--- config.mk ---
export PLATFORM = sky130hd
export DESIGN_NAME = fifo5x5_scan_ctrl
export DESIGN_NICKNAME = d
export VERILOG_FILES = /design/src/rtl/fifo5x5_scan_ctrl.sv
export SDC_FILE = /design/constraint.sdc
export NUM_CORES = 1
export LEC_CHECK = 0
export CAP_MARGIN = 10
export CORE_MARGIN = 8
export CORE_UTILIZATION = 30
export CTS_BUF_LIST = sky130_fd_sc_hd__clkbuf_4 sky130_fd_sc_hd__clkbuf_8 sky130_fd_sc_hd__clkbuf_16
export DETAILED_ROUTE_END_ITERATION = 12
export PLACE_DENSITY = 0.62
export SYNTH_ARGS = -nofsm -noshare
export SYNTH_HDL_FRONTEND = slang
export SYNTH_SLANG_ARGS = --single-unit
--- constraint.sdc ---
create_clock -name clk -period 7.5 [get_ports clk]
set_clock_uncertainty 0.05 [all_clocks]
set_input_delay 1.5 -clock clk [delete_from_list [all_inputs] [get_ports clk]]
set_output_delay 1.5 -clock clk [all_outputs]
set_load 0.01 [all_outputs]
--- src/rtl/fifo5x5_scan_ctrl.sv ---
// Raster sequencer for the depthwise 5x5 line-buffer window FIFO: injects zero padding,
// drives write/clear strobes and offers each legal window to the MAC array via valid/ready.
`timescale 1ns/1ps
module fifo5x5_scan_ctrl #(
    parameter int bitsize     = 14,
    parameter int maxfiforaw  = 28,
    parameter int padding     = 2,
    parameter int window_size = 5
) (
    input  logic               clk,
    input  logic               rst,
    input  logic               start,
    input  logic [5:0]         layer_fifosize,
    input  logic               stride,
    input  logic               pix_valid,
    input  logic [bitsize-1:0] pix_data,
    output logic               pix_ready,
    output logic [bitsize-1:0] fifo_pixel,
    output logic               fifo_wr_en,
    output logic               fifo_clear,
    output logic [5:0]         fifo_size,
    output logic               win_valid,
    input  logic               win_ready,
    output logic [4:0]         win_row,
    output logic [4:0]         win_col,
    output logic               end_of_layer,
    output logic               busy,
    output logic               cfg_err
);

    localparam logic [5:0] PAD      = 6'(padding);
    localparam logic [5:0] LAST_OFF = 6'(2 * padding - 1);
    localparam logic [5:0] WIN_LAST = 6'(window_size - 1);
    localparam logic [4:0] WIN_OFF  = 5'(window_size - 1);
    localparam logic [5:0] N_FULL   = 6'(maxfiforaw);
    localparam logic [5:0] N_HALF   = 6'(maxfiforaw / 2);
    localparam logic [5:0] N_QUART  = 6'(maxfiforaw / 4);

    typedef enum logic [2:0] {
        IDLE,
        CLR0,
        PUSH,
        WAIT_WIN,
        CLR1,
        DONE
    } state_t;

    state_t      state;
    logic [5:0]  row;
    logic [5:0]  col;
    logic [5:0]  n_q;
    logic        stride_q;
    logic        last_q;
    logic [4:0]  win_row_q;
    logic [4:0]  win_col_q;
    logic        cfg_err_q;

    logic [5:0]  p_last;
    logic        border;
    logic        at_win;
    logic        at_last;
    logic        push;
    logic        legal_n;
    logic [4:0]  row_off;
    logic [4:0]  col_off;

    assign p_last  = n_q + LAST_OFF;
    assign border  = (row < PAD) || (row >= n_q + PAD) || (col < PAD) || (col >= n_q + PAD);
    assign at_win  = (row >= WIN_LAST) && (col >= WIN_LAST) && (!stride_q || (!row[0] && !col[0]));
    assign at_last = (row == p_last) && (col == p_last);
    assign push    = (state == PUSH) && (border || pix_valid);
    assign legal_n = (layer_fifosize == N_FULL) || (layer_fifosize == N_HALF) ||
                     (layer_fifosize == N_QUART);
    assign row_off = row[4:0] - WIN_OFF;
    assign col_off = col[4:0] - WIN_OFF;

    // Handshake strobes decode straight from the registered state and counters; only the
    // write strobe and pixel mux look at the upstream valid so an accepted pixel lands this cycle.
    assign pix_ready    = (state == PUSH) && !border;
    assign fifo_clear   = (state == CLR0) || (state == CLR1);
    assign fifo_wr_en   = fifo_clear || push;
    assign fifo_pixel   = (push && !border) ? pix_data : '0;
    assign fifo_size    = n_q;
    assign win_valid    = (state == WAIT_WIN);
    assign win_row      = win_row_q;
    assign win_col      = win_col_q;
    assign end_of_layer = (state == DONE);
    assign busy         = (state != IDLE);
    assign cfg_err      = cfg_err_q;

    always_ff @(posedge clk or negedge rst) begin
        if (!rst) begin
            state     <= IDLE;
            row       <= '0;
            col       <= '0;
            n_q       <= '0;
            stride_q  <= 1'b0;
            last_q    <= 1'b0;
            win_row_q <= '0;
            win_col_q <= '0;
            cfg_err_q <= 1'b0;
        end else begin
            cfg_err_q <= 1'b0;
            unique case (state)
                IDLE: begin
                    if (start) begin
                        if (legal_n) begin
                            n_q      <= layer_fifosize;
                            stride_q <= stride;
                            state    <= CLR0;
                        end else begin
                            cfg_err_q <= 1'b1;
                        end
                    end
                end
                CLR0: begin
                    row   <= '0;
                    col   <= '0;
                    state <= PUSH;
                end
                PUSH: begin
                    if (push) begin
                        if (col == p_last) begin
                            col <= '0;
                            row <= row + 6'd1;
                        end else begin
                            col <= col + 6'd1;
                        end
                        // Even-sized planes at stride 2 end on an odd corner that completes
                        // no window, so the final push may go straight to the closing clear.
                        if (at_win) begin
                            win_row_q <= row_off;
                            win_col_q <= col_off;
                            last_q    <= at_last;
                            state     <= WAIT_WIN;
                        end else if (at_last) begin
                            state <= CLR1;
                        end
                    end
                end
                WAIT_WIN: begin
                    if (win_ready) begin
                        state <= last_q ? CLR1 : PUSH;
                    end
                end
                CLR1: state <= DONE;
                DONE: state <= IDLE;
                default: state <= IDLE;
            endcase
        end
    end

endmodule

==> results.toml, run 1 <==
[synth]
synth_cell_types = 57
synth_top_flop_cell = "dfrtp_1"
async_flop_share_pct = 100
synth_area_leader_cell = "dfrtp_1"
syn_nets = 303
synth_edf_count = 0
yosysTopAreaCellShare_pct = 34.1
synthTopCellsByArea = "dfrtp_1 (34%), ha_1 (7.5%), mux2_2 (5.4%)"
synth_seq_cells = 34
yosysSeqAreaShare_pct = 34.1
syn_area_um2 = 2490
ys_warn_count = 0
synth.avg_cell_area_um2 = 9.51
synth_cells = 262

[route]
vias_per_cell = 4.93
wl_per_cell_um = 15.5
drc = 0
drt_iter0_markers = 171
dr_total_vias = 2091
final_antenna_net_count = 0
wirelength_mm = 6.56
first_pass_iters = 4

[cts]
cts_hold_buffers = 0
clockBufferDepth = 2
clk_latency_ns = 0.29
clk_pin_slew_worst_paths_ns = 0.07
post_cts_buffers = 0
cts-root-buf = "clkbuf_8"
ctsResizeCount = 0
cts_tree = "yes"
cts_made_buffers = 5
htreeDepth = 2
clock-sinks = 34

[critical_path]
worstPathRequired_ns = 5.95
cpMaxStageDelayCell = "clkdlybuf4s50_1"
path_cells = "inv_1 -> ha_1 -> ha_1 -> a21oi_1 -> o21ai_0 -> maj3_1 -> o21ai_0 -> nand2_1 -> nor3_2 -> and2_1 -> clkdlybuf4s50_1"
cp-end-kind = "output port"
arrival_ns = 4.05
crit_type = "register to output port"
start_kind = "register"
critPathMaxStageDelay_ns = 0.54
worstPathMaxFanout = 14

[layout]
layout-drive-gt1-share_pct = 9.72
final_core_util_pct = 40.3
diodes = 0
fill_cells = 797
final-instance-count-excl-fill = 424
final_nets = 359
area_delta_synth_final_pct = 31.6

[die]
ios = 63
die-height_um = 107
die_area_um2 = 11500
core_area_um2 = 8130
row_count = 33
die_x_um = 107
start_util_pct = 30.6

[sta]
rsz0062_at_grt = "no"
min_period_ns = 5.60
tightest_slew_ns = 0.738
slew_violations = 0
finalSetupTns_ns = 0
fmax_mhz = 179
setup_viol = 0
holdWs_ns = 0.448
period_share_pct = 74.6
final-hold-violation-count = 0
slew_headroom_pct = 50.6

[power_and_ir_drop]
p_total_uw = 987
clockPowerShare_pct = 14.9
power.switching_uw = 398
power_density_nw_per_um2 = 301
leakage_uw = 0.00135
ir_drop_uv = 145
pwr-share-seq_pct = 32.7
p_sw_share_pct = 40.4
share_comb_of_total_power_pct = 52.4
internal_power_uw = 588

[global_routing]
grt_max_degree = 35
antenna_found_initial = 0
track_usage_pct = 11.7
grt_pass1_wl_mm = 10.8
overflow = 0
grt_pass1_vias = 2176

[flow_run]
maxCapViolations = 0

[hold_path]
hold_path.class = "register to register"

[status]
status = "completed"

[placement]
io_buffers = 62
placed_cells = 416
place_hpwl_mm = 5.14
place.gp.congestion = 0.819
layout by cell type (no fill, tap or decap), drive strengths merged, types with 2 or more instances in the layout:
| master | n |
|---|---|
| a2111oi | 2 |
| nor4b | 3 |
| clkdlybuf4s50 | 62 |
| a31oi | 3 |
| and2 | 18 |
| or4 | 2 |
| o211ai | 3 |
| nand3b | 2 |
| o21a | 3 |
| o22a | 2 |
| clkbuf | 6 |
| dfrtp | 34 |
| or3 | 6 |
| nand2 | 19 |
| a31o | 3 |
| inv | 17 |
| nand3 | 7 |
| nor2 | 17 |
| mux2 | 13 |
| nor3 | 3 |
| o31ai | 2 |
| xnor2 | 7 |
| ha | 15 |
| mux2i | 2 |
| xor2 | 7 |
| nand2b | 3 |
| a21oi | 11 |
| and4 | 2 |
| o21ai | 17 |
| nor2b | 3 |
| xnor3 | 4 |
synthesized netlist by cell type, drive strengths merged (5+ instances only):
library cell  instances
a21oi                11
and2                 18
buf                   5
clkbuf                9
dfrtp                34
ha                   15
inv                  17
mux2                 13
nand2                19
nand3                 7
nor2                 17
o21ai                17
or3                   6
xnor2                 7
xor2                  7
worst paths after layout:
check                           depth (start not counted)       endpoint         start  slack [ns]
worst max register to register                         10     win_row[1]  fifo_size[1]        3.81
max in group asynchronous                               2     win_row[1]           rst        5.50
worst max-delay path                                   11  fifo_pixel[5]  fifo_size[1]        1.90
worst min-delay path                                    1     win_row[4]    win_row[4]        0.45
min in group asynchronous                               2         col[5]           rst        1.58
worst min register to register                          1     win_row[4]    win_row[4]        0.45
power by group through the flow:
stage | clock, µW | combinational [µW] | sequential (µW)
floorplan | 0 | 355 | 300
global placement | 0 | 512 | 326
detailed placement | 0 | 521 | 329
CTS | 147 | 524 | 325
global route | 155 | 576 | 337
finish | 147 | 517 | 323
stage by stage:
step | instance area [µm²] | setup WS [ns]
5_1_grt | 3280 | 1.53
6_report | 3280 | 1.90
3_5_place_dp | 3180 | 2.18
4_1_cts | 3280 | 1.87
2_1_floorplan | 2490 | 3.09
3_3_place_gp | 3180 | 2.29
cells by family (layout without fill, tap and decap cells):
logic type / Yosys count / count (layout) / synth area share, %
flip-flops: 34 / 34 / 34.1
adder cells (fa/ha/maj): 16 / 16 / 7.93
buffers and inverters: 31 / 88 / 5.27
AND/OR/NAND/NOR: 91 / 91 / 20.2
multiplexers: 15 / 15 / 6.68
XOR/XNOR: 18 / 18 / 8.53
AO/OA/AOI/OAI: 57 / 57 / 17.3
flip-flops by register name, summed over array words and instances, names as in the netlist:
signal,cells
cfg_err,1
col,6
fifo_size,6
last_q,1
row,6
state,3
stride_q,1
win_col,5
win_row,5
layout make-up:
class	instances	area, µm²	area share, %
multi-input cells	197	1510	46.1
repair buffers	63	628	19.2
inverters	17	63.8	1.95
flip-flops and latches	34	851	25.9
well taps	105	131	4.01
clock buffers	6	82.6	2.52
clock inverters	2	12.5	0.382
worst max-delay path: cells and delay by family, from the launching register on:
family                   cells  cell delay [ns]
AO/OA/AOI/OAI                3             0.66
buffers and inverters        2             0.64
adder cells (fa/ha/maj)      3             0.97
AND/OR/NAND/NOR              3             1.01
flip-flops                   1             0.46
metal layers:
layer	track usage (%)	vias up	part of all wire (%)
met5	0	-	0
met4	3.42	0	1.6
met3	2.76	10	3.6
met2	20.1	32	51
met1	14.1	1013	44
li1	-	1036	-
Note: power is estimated with default switching activity, not from simulation.
==> run 2: changes to the inputs <==
Clock period 7.5 ns to 5.8 ns, I/O delays scaled along.
==> run 2 against run 1 <==
Compared with the run above: flip-flop and latch count unchanged; critical path depth unchanged; non-clock buffer count is the same; sequential power up 29%; wire length shrank 0.96%; setup slack got worse by 1.4 ns; cell area rose by 0.42%; sequential share of layout area down 0.11 points; critical path type unchanged; critical endpoint is now fifo_pixel[7].
==> results.toml, run 2 (synthesis results as in run 1) <==
[sta]
finalSetupTns_ns = 0
min_period_ns = 5.26
setup_viol = 0
tightest_slew_ns = 0.713
final-hold-violation-count = 0
holdWs_ns = 0.447
fmax_mhz = 190
slew_headroom_pct = 52.2
period_share_pct = 90.7
rsz0062_at_grt = "no"
slew_violations = 0

[cts]
clockBufferDepth = 2
cts-root-buf = "clkbuf_8"
htreeDepth = 2
cts_hold_buffers = 0
post_cts_buffers = 0
clk_pin_slew_worst_paths_ns = 0.07
cts_made_buffers = 5
cts_tree = "yes"
ctsResizeCount = 0
clock-sinks = 34
clk_latency_ns = 0.29

[die]
start_util_pct = 30.6
die-height_um = 107
ios = 63
row_count = 33
die_x_um = 107
die_area_um2 = 11500
core_area_um2 = 8130

[global_routing]
grt_pass1_vias = 2059
grt_pass1_wl_mm = 10.6
grt_max_degree = 35
antenna_found_initial = 0
track_usage_pct = 11.5
overflow = 0

[power_and_ir_drop]
leakage_uw = 0.00136
power.switching_uw = 512
power_density_nw_per_um2 = 396
clockPowerShare_pct = 16.8
p_sw_share_pct = 39.3
p_total_uw = 1300
pwr-share-seq_pct = 31.9
internal_power_uw = 792
ir_drop_uv = 209
share_comb_of_total_power_pct = 51.2

[route]
wirelength_mm = 6.50
final_antenna_net_count = 0
dr_total_vias = 2056
drt_iter0_markers = 79
drc = 0
wl_per_cell_um = 15.3
first_pass_iters = 4
vias_per_cell = 4.85

[hold_path]
hold_depth = 1
hold_path.class = "register to register"

[critical_path]
worstPathRequired_ns = 4.59
cp-end-kind = "output port"
arrival_ns = 4.05
worstPathMaxFanout = 14
reg2regPathDepth = 10
crit_type = "register to output port"
start_kind = "register"

[placement]
place.gp.congestion = 0.819
io_buffers = 62
placed_area_um2 = 3180
place_hpwl_mm = 5.14

[layout]
diodes = 0
final_common_cell = "clkdlybuf4s50_1"
final_core_util_pct = 40.5
layout-drive-gt1-share_pct = 9.72
final_nets = 359
fin_area_um2 = 3290
area_delta_synth_final_pct = 32.1
final_cell_mix = "clkdlybuf4s50_1 (62), dfrtp_1 (34), nand2_1 (19)"

[status]
status = "completed"

[flow_run]
maxCapViolations = 0
==> run 2: final cells by class <==
cell class	instances	area, µm²
inverter	17	63.8
tap	105	131
timing repair buffer	63	628
clock inverter	3	40.0
sequential	34	851
multi-input combinational	197	1510
fill	801	4840
clock buffer	5	68.8
==> run 2: final timing paths <==
path                         startpoint             to  slack [ns]
min in group asynchronous           rst         col[5]        1.23
max in group asynchronous           rst     win_row[0]        4.15
min                          win_row[4]     win_row[4]        0.45
max reg2reg                fifo_size[1]     win_row[1]        2.13
max                        fifo_size[1]  fifo_pixel[7]        0.54
min reg2reg                  win_row[4]     win_row[4]        0.45
==> run 2: through the flow <==
stage | setup slack, ns | instances
after floorplan | 1.73 | 262
after global placement | 0.928 | 416
after detailed placement | 0.838 | 416
after CTS | 0.521 | 424
after global routing | 0.212 | 424
final | 0.539 | 424
==> run 2: worst max-delay path, stage by stage (launching register included) <==
cell	delay [ns]
dfrtp_1	0.45
inv_1	0.10
ha_1	0.32
ha_1	0.29
a21oi_1	0.11
o21ai_0	0.09
maj3_1	0.35
o21ai_0	0.46
nand2_1	0.31
nor3_2	0.51
and2_1	0.21
clkdlybuf4s50_1	0.55
==> run 2: routing by layer <==
layer | vias up | share of wire, % | global-route usage, % | wire (µm)
li1 | 1041 | - | - | -
met1 | 985 | 44 | 13.9 | 2880
met2 | 22 | 51 | 19.6 | 3330
met3 | 8 | 2.8 | 2.52 | 181
met4 | 0 | 1.6 | 3.62 | 101
met5 | - | 0 | 0 | 0
==> run 2: power by group through the flow <==
stage                     Sequential, µW  Combinational [µW]  Clock [µW]
final                                416                 667         219
after CTS                            418                 678         224
after detailed placement             423                 676           0
after floorplan                      388                 459           0
after global placement               422                 662           0
after global routing                 435                 740         234
==> run 3: changes to the inputs <==
Settings changed: DONT_BUFFER_PORTS set to 1, PLACE_DENSITY 0.62 to 0.53, REMOVE_ABC_BUFFERS set to 1.
==> run 3 against run 2 <==
Compared with the run above: worst hold slack improved by 0.028 ns; largest power group unchanged; highest routed layer unchanged; utilization decreased by 7.4 points; via count is 8.2% lower.
==> results.toml, run 3 (synthesis results as in run 1) <==
[status]
status = "completed"

[layout]
fin_area_um2 = 2690
final-instance-count-excl-fill = 361
final_nets = 296
diodes = 0
final_common_cell = "dfrtp_1"
area_delta_synth_final_pct = 8.08
layout-drive-gt1-share_pct = 11.7
final_cell_mix = "dfrtp_1 (34), nand2_1 (19), and2_1 (18)"
fill_cells = 840

[power_and_ir_drop]
ir_drop_uv = 207
p_sw_share_pct = 40.4
share_comb_of_total_power_pct = 40.8
leakage_uw = 0.00114
p_total_uw = 1210
clockPowerShare_pct = 22.0
power.switching_uw = 490
pwr-share-seq_pct = 37.2
internal_power_uw = 722
power_density_nw_per_um2 = 450

[sta]
finalSetupTns_ns = 0
min_period_ns = 4.86
tightest_slew_ns = 0.647
slew_violations = 0
rsz0062_at_grt = "no"
setup_viol = 0
period_share_pct = 83.7
worst_slack_ns = 0.944
fmax_mhz = 206
slew_headroom_pct = 56.8
final-hold-violation-count = 0

[cts]
clock-sinks = 34
cts_made_buffers = 5
clockBufferDepth = 2
ctsResizeCount = 0
post_cts_buffers = 0
clk_pin_slew_worst_paths_ns = 0.08
cts_hold_buffers = 0
clk_latency_ns = 0.29
htreeDepth = 2
cts-root-buf = "clkbuf_8"
cts_tree = "yes"

[placement]
place.gp.congestion = 0.841
placed_area_um2 = 2560
io_buffers = 0
placed_cells = 353
place_hpwl_mm = 4.65
pre_cts_slack_ns = 1.22

[die]
core_area_um2 = 8130
ios = 63
die-height_um = 107
die_area_um2 = 11500
die_x_um = 107
start_util_pct = 30.6
row_count = 33

[global_routing]
overflow = 0
grt_pass1_wl_mm = 9.72
grt_max_degree = 35
track_usage_pct = 10.6
antenna_found_initial = 0
grt_pass1_vias = 1909

[critical_path]
rr_endpoint = "win_col[4]"
startpoint = "fifo_size[1]"
path_buf_inv = 1
cp-end-kind = "output port"
worstPathMaxFanout = 14
critPathMaxStageDelay_ns = 0.53
rrSetupSlack_ns = 1.99
cp_top_family = "simple AND/OR/NAND/NOR gates"
endpoint = "fifo_pixel[13]"
crit_type = "register to output port"
reg2regPathDepth = 10
cpMaxStageDelayCell = "dfrtp_1"
start_kind = "register"
worstPathRequired_ns = 4.59
reg2reg_from = "fifo_size[1]"
path_cells = "inv_1 -> ha_1 -> ha_1 -> a21oi_1 -> o21ai_0 -> maj3_1 -> o21ai_0 -> nand2_1 -> nor3_2 -> and2_1"
cp.depth = 10
arrival_ns = 3.65

[route]
drt_iter0_markers = 72
vias_per_cell = 5.23
dr_total_vias = 1888
final_antenna_net_count = 0
first_pass_iters = 4
wl_per_cell_um = 16.4
wirelength_mm = 5.91
drc = 0

[hold_path]
hold_path.class = "register to register"

[flow_run]
maxCapViolations = 0
run 3: per-layer routing:
layer | GRT usage (%) | wire, µm | vias to the layer above
met5 | 0 | 0 | -
met4 | 3.02 | 61 | 0
met3 | 3.48 | 411 | 8
met2 | 16.6 | 2740 | 61
met1 | 13.5 | 2700 | 903
li1 | - | - | 916
run 3: how the worst min path moves through the flow:
stage	startpoint	end	slack (ns)	cells after the start
after detailed placement	stride_q	stride_q	0.47	1
final	stride_q	stride_q	0.47	1
after global placement	stride_q	stride_q	0.48	1
after global routing	rst	col[0]	0.48	0
after floorplan	stride_q	stride_q	0.42	1
after CTS	rst	win_row[3]	0.49	0
run 3: power by group through the flow:
stage	clock network (µW)	registers, µW	logic [µW]
floorplan	0	415	413
global placement	0	460	491
detailed placement	0	461	500
CTS	275	456	502
global route	287	472	560
finish	266	451	495
run 3: area by class of cell:
cell class / count / area (µm²) / share of cell area, %
multi-input cells: 197 / 1510 / 56.1
well taps: 105 / 131 / 4.88
flip-flops and latches: 34 / 851 / 31.6
clock buffers: 5 / 68.8 / 2.55
inverters: 17 / 63.8 / 2.37
clock inverters: 3 / 68.8 / 2.55
run 3: per-stage QoR:
step | utilization, % | hold slack [ns]
4_1_cts | 33.1 | 0.489
5_1_grt | 33.1 | 0.478
3_5_place_dp | 31.4 | 0.472
3_3_place_gp | 31.4 | 0.479
6_report | 33.1 | 0.475
2_1_floorplan | - | 0.423
